## config.mk

```make
export PLATFORM = sky130hd
export DESIGN_NAME = smc_wr_strobe_seq_lite
export DESIGN_NICKNAME = d
export VERILOG_FILES = /design/src/rtl/smc_wr_strobe_seq_lite.sv
export SDC_FILE = /design/constraint.sdc
export NUM_CORES = 1
export LEC_CHECK = 0
export CAP_MARGIN = 10
export CORE_UTILIZATION = 50
export CTS_CLUSTER_DIAMETER = 40
export DETAILED_ROUTE_END_ITERATION = 10
export PLACE_DENSITY_LB_ADDON = 0.08
export RECOVER_POWER = 100
export SLEW_MARGIN = 20
export SYNTH_ARGS = -nofsm -noshare
export SYNTH_HDL_FRONTEND = slang
export SYNTH_SLANG_ARGS = --single-unit
```

## constraint.sdc

```tcl
create_clock -name hclk -period 1.8 [get_ports hclk]
set_input_delay 0.36 -clock hclk [delete_from_list [all_inputs] [get_ports hclk]]
set_output_delay 0.36 -clock hclk [all_outputs]
set_load 0.02 [all_outputs]
```

## src/rtl/smc_wr_strobe_seq_lite.sv

```systemverilog
// smc_wr_strobe_seq_lite
// Runs one SETUP / STROBE / HOLD write-strobe sequence for each accepted request
// and drives the active-low byte/write strobes into the write-enable gating stage.
//
// Handshake: a request is accepted on the rising edge where wr_req and wr_ready
// are both high. wr_ready is high exactly when the sequencer is IDLE. The
// requester keeps wr_req, wr_be and cfg_* stable until that edge, and anything
// it drives afterwards is ignored until the next acceptance.
module smc_wr_strobe_seq_lite #(
    parameter int CNT_W = 4
) (
    input  logic             hclk,
    input  logic             sys_reset,
    input  logic             wr_req,
    input  logic [3:0]       wr_be,
    input  logic [CNT_W-1:0] cfg_ws_setup,
    input  logic [CNT_W-1:0] cfg_ws_strobe,
    input  logic [CNT_W-1:0] cfg_ws_hold,
    output logic             wr_ready,
    output logic             wr_done,
    output logic             r_full,
    output logic [3:0]       n_r_we,
    output logic             n_r_wr,
    output logic [1:0]       state_dbg
);

    typedef enum logic [1:0] {
        IDLE   = 2'd0,
        SETUP  = 2'd1,
        STROBE = 2'd2,
        HOLD   = 2'd3
    } state_t;

    localparam logic [CNT_W-1:0] CNT_ONE = CNT_W'(1);

    state_t           state, state_nxt;
    logic [CNT_W-1:0] cnt, cnt_nxt;
    logic [3:0]       be_q, be_nxt;
    // The setup count is consumed directly into the counter on acceptance,
    // so only the strobe and hold counts need holding registers.
    logic [CNT_W-1:0] strobe_q, strobe_nxt;
    logic [CNT_W-1:0] hold_q, hold_nxt;
    logic             done_nxt;
    logic             strobe_on;

    // Next-state, counter and latch decode for the sequencer.
    always_comb begin
        state_nxt  = state;
        cnt_nxt    = cnt;
        be_nxt     = be_q;
        strobe_nxt = strobe_q;
        hold_nxt   = hold_q;
        done_nxt   = 1'b0;
        case (state)
            IDLE: begin
                if (wr_req) begin
                    be_nxt     = wr_be;
                    strobe_nxt = cfg_ws_strobe;
                    hold_nxt   = cfg_ws_hold;
                    if (cfg_ws_setup != '0) begin
                        state_nxt = SETUP;
                        cnt_nxt   = cfg_ws_setup - CNT_ONE;
                    end else begin
                        state_nxt = STROBE;
                        cnt_nxt   = cfg_ws_strobe;
                    end
                end
            end
            SETUP: begin
                if (cnt == '0) begin
                    state_nxt = STROBE;
                    cnt_nxt   = strobe_q;
                end else begin
                    cnt_nxt = cnt - CNT_ONE;
                end
            end
            STROBE: begin
                if (cnt == '0) begin
                    if (hold_q != '0) begin
                        state_nxt = HOLD;
                        cnt_nxt   = hold_q - CNT_ONE;
                    end else begin
                        state_nxt = IDLE;
                        done_nxt  = 1'b1;
                    end
                end else begin
                    cnt_nxt = cnt - CNT_ONE;
                end
            end
            HOLD: begin
                if (cnt == '0) begin
                    state_nxt = IDLE;
                    done_nxt  = 1'b1;
                end else begin
                    cnt_nxt = cnt - CNT_ONE;
                end
            end
            default: state_nxt = IDLE;
        endcase
    end

    // Strobe outputs are decoded from the next state so the flops switch cleanly.
    always_comb begin
        strobe_on = (state_nxt == STROBE);
    end

    // Sequencer state, counter, latched request and registered strobe outputs.
    always_ff @(posedge hclk or posedge sys_reset) begin
        if (sys_reset) begin
            state    <= IDLE;
            cnt      <= '0;
            be_q     <= '0;
            strobe_q <= '0;
            hold_q   <= '0;
            wr_done  <= 1'b0;
            r_full   <= 1'b0;
            n_r_we   <= 4'b1111;
            n_r_wr   <= 1'b1;
        end else begin
            state    <= state_nxt;
            cnt      <= cnt_nxt;
            be_q     <= be_nxt;
            strobe_q <= strobe_nxt;
            hold_q   <= hold_nxt;
            wr_done  <= done_nxt;
            r_full   <= strobe_on;
            n_r_we   <= strobe_on ? ~be_nxt : 4'b1111;
            n_r_wr   <= ~strobe_on;
        end
    end

    // Ready and debug state follow the state register directly.
    always_comb begin
        wr_ready  = (state == IDLE);
        state_dbg = state;
    end

endmodule

```

==> results.toml, run 1 <==
[placement]
gp_congestion = 0.8735
dp_cells = 185
dp_hpwl_um = 2106
io_buffers = 28

[power_and_ir_drop]
clock_power_share_pct = 9.6
seq_power_share_pct = 39.0
switchingPower_uw = 1053
p_per_area_nw_per_um2 = 1507
share_comb_of_total_power_pct = 51.4
peakVddDrop_mv = 0.8887
leakage_uw = 0.0007481
switching_share_pct = 39.68
intPower_uw = 1601

[timing]
relSlewSlack_pct = 58.95
tightest_slew_ns = 0.6157
fmax_ghz = 0.5811
setup-violations-final = 0
rsz0062_at_grt = "false"
slew_viol_final = 0
post-route-min-period_ns = 1.721
hold_viol = 0
fin_skew_ns = 0.008045
fin_crit_sh_pct = 95.60

[routing]
post_drt_wl_per_cell_um = 14.81
ant_nets = 0
routed_wl_um = 2828
drt_first_iter_violations = 9
first_pass_iters = 4
drc = 0
drt-vias-per-instance = 5.518
vias = 1054

[logic_synthesis]
async_flop_share_pct = 100.0
syn-instance-count = 119
yosysWarnings = 0
seq_area_frac_synth_pct = 47.02
syn_area_um2 = 1344
syn_avg_cell_area_um2 = 11.29
synth_nets = 144
ys.flop_type = "dfrtp_1"
synth_seq_cells = 25
yosys.area.top_type = "dfrtp_1"
netlist.area_leader.share_pct = 37.24
synth-edff-count = 0
ys_types = 42
synth_area_leaders = "dfrtp_1 37%, dfstp_2 9.8%, mux2_2 8.4%"

[cells_and_area]
nFillCells = 205
finalNonFillerCells = 191
area_delta_synth_final_pct = 31.10
n_antenna_cell = 0
utilization_pct = 70.47
drive_gt1_share_pct = 27.33
final_nets = 187

[global_routing]
use_met3_pct = 3.955
grt_max_degree = 26
grt_pass1_wl_um = 4416
grt_antenna_before_repair = 0
track_usage_pct = 21.79
grtUsageMet1_pct = 26.94
grt_pass1_vias = 967
grt.busiest_layer = "met2"
grt_overflow = 0
grt_use_met2_pct = 37.65

[cts]
cts-root-buf = "clkbuf_4"
cts_inserted_buffers = 3
ctsHoldBuffers = 0
clkTransAtPathRegs_ns = 0.14
clockBufferDepth = 2
cts_tree = "built"
cts_max_level = 1
cts.sink_count = 25
insertion_delay_ns = 0.32

[worst_hold_path]
hold_path_end = "be_q[3]$_DFF_PP0_"
holdPathStages = 1
worstHoldStart = "be_q[3]$_DFF_PP0_"
hold_path.class = "reg2reg"

[die]
start_util_pct = 53.75
design.core.area_um2 = 2500
ios = 29
rows = 18
die_w_um = 53.84
die-area_um2 = 2899
dieHeight_um = 53.84

[worst_setup_path]
crit_type = "reg2out"
cp-start-kind = "register"
crit_fanout = 6
r2r_start = "cnt[0]$_DFFE_PP0P_"
crit_required_ns = 1.44
cp.arrival_ns = 1.36
r2r_setup_slack_ns = 0.08
endpoint_kind = "output pin"
r2r-end = "cnt[1]$_DFFE_PP0P_"
rr_worst_depth = 6

[run_status]
status = "completed"

[run]
max-cap-violations = 0
-- cell usage after synthesis, types with 2 or more instances --
library cell and count:
ha_1 6, o21bai_1 2, nand2b_1 3, inv_1 11, xor2_1 2, a31oi_1 2, nor2_1 2, nor3_1 3
a21oi_1 6, dfstp_2 5, xnor2_1 3, nand3_1 2, o21ai_0 4, nand2_1 8, dfrtp_1 20, o211ai_1 2
o221ai_1 3, nor3b_1 2, mux2_2 10
-- how the worst max path moves through the flow --
stage | startpoint | to | slack [ns] | cells after the start
detailed placement | cfg_ws_setup[0] | r_full$_DFF_PP0_ | -0.17 | 6
global route | cnt[1]$_DFFE_PP0P_ | cnt[1]$_DFFE_PP0P_ | 0.03 | 6
finish | state_dbg[1]$_DFF_PP0_ | wr_ready | 0.08 | 2
CTS | cnt[0]$_DFFE_PP0P_ | cnt[1]$_DFFE_PP0P_ | 0.01 | 6
floorplan | state_dbg[1]$_DFF_PP0_ | hold_q[2]$_DFFE_PP0P_ | 0.06 | 6
global placement | cfg_ws_setup[0] | r_full$_DFF_PP0_ | -0.11 | 6
-- layout by cell type, fill, tap and decap left out, types with 2 or more instances in the layout --
| master | count |
|---|---|
| dfrtp_1 | 20 |
| clkdlybuf4s50_1 | 17 |
| buf_4 | 12 |
| inv_1 | 8 |
| nand2_1 | 8 |
| mux2_2 | 8 |
| a21oi_1 | 6 |
| dlygate4sd2_1 | 6 |
| ha_1 | 5 |
| dfstp_2 | 5 |
| o21ai_0 | 4 |
| nor3_1 | 3 |
| inv_2 | 3 |
| nand2b_1 | 3 |
| xnor2_1 | 3 |
| clkbuf_4 | 3 |
| dlygate4sd3_1 | 3 |
| nand3_1 | 2 |
| o221ai_1 | 2 |
| nor2_1 | 2 |
| mux2_1 | 2 |
| o211ai_1 | 2 |
| xor2_1 | 2 |
| a31oi_1 | 2 |
| clkbuf_1 | 2 |
| clkbuf_2 | 2 |
-- metrics by stage --
stage                     cell area, µm²  worst slack (ns)  power [µW]  TNS, ns  hold WS [ns]
final                               1762           0.07926        2655        0        0.5133
after global routing                1762           0.02928        2848        0        0.5225
after CTS                           1764           0.01370        2684        0        0.3637
after detailed placement            1727           -0.1676        2397   -1.659        0.4867
after global placement              1727           -0.1124        2351  -0.9321        0.4808
after floorplan                     1344           0.05929        1943        0        0.3836
-- metal layers --
layer  vias to the layer above  share of wire, %
li1                        508                 -
met1                       518                45
met2                        24                50
met3                         4               3.3
met4                         0               1.1
met5                         -                 0
-- timing repair --
action,CTS,global route
setup buffers,1,1
endpoints found under the hold margin,0,0
gates resized for setup,8,9
pin swaps,1,1
endpoints found under the setup margin,8,6
-- cell type report --
cell class                      count  area, µm²  area share (%)
Clock buffer                        3      22.52           1.278
Clock inverter                      1      7.507          0.4261
Inverter                           11      41.29           2.344
Multi-Input combinational cell     79      660.6           37.50
Sequential cell                    25      631.9           35.87
Tap cell                           30      37.54           2.131
Timing Repair Buffer               42      360.3           20.45
-- power by group through the flow --
stage	clock, µW	sequential [µW]	combinational (µW)
CTS	264	1030	1390
floorplan	0	1100	848
detailed placement	0	1050	1340
global placement	0	1040	1310
global route	283	1070	1500
finish	255	1040	1360
-- flip-flops by register name (all words and copies together) (netlist names) --
name	flops
be_q	4
r_full	1
n_r_wr	1
hold_q	4
wr_done	1
cnt	4
strobe_q	4
state_dbg	2
n_r_we	4
-- kinds of logic (layout without fill, tap and decap cells) --
family	count (synthesis)	in the layout	synth area share, %
buf+inv	15	57	5.866
compound gates	29	29	15.92
fa+ha+maj	6	6	5.586
mux	11	11	9.125
flops	25	25	47.02
xor+xnor	5	5	3.259
simple gates	28	28	13.22
-- critical path: stages, from the launching register on --
cell and delay [ns]:
dfrtp_1 0.49, nor2_4 0.19, dlygate4sd2_1 0.36
(Power assumes the default switching activity.)
==> run 2: changes to the inputs <==
--- a/config.mk
+++ b/config.mk
@@ -5,6 +5,7 @@
 export SDC_FILE = /design/constraint.sdc
 export NUM_CORES = 1
 export LEC_CHECK = 0
+export ABC_CLOCK_PERIOD_IN_PS = 1800
 export CAP_MARGIN = 10
 export CORE_UTILIZATION = 50
 export CTS_CLUSTER_DIAMETER = 40
==> results of run 2 <==
No change in the layout: final DEF, timing and power equal those of run 1.
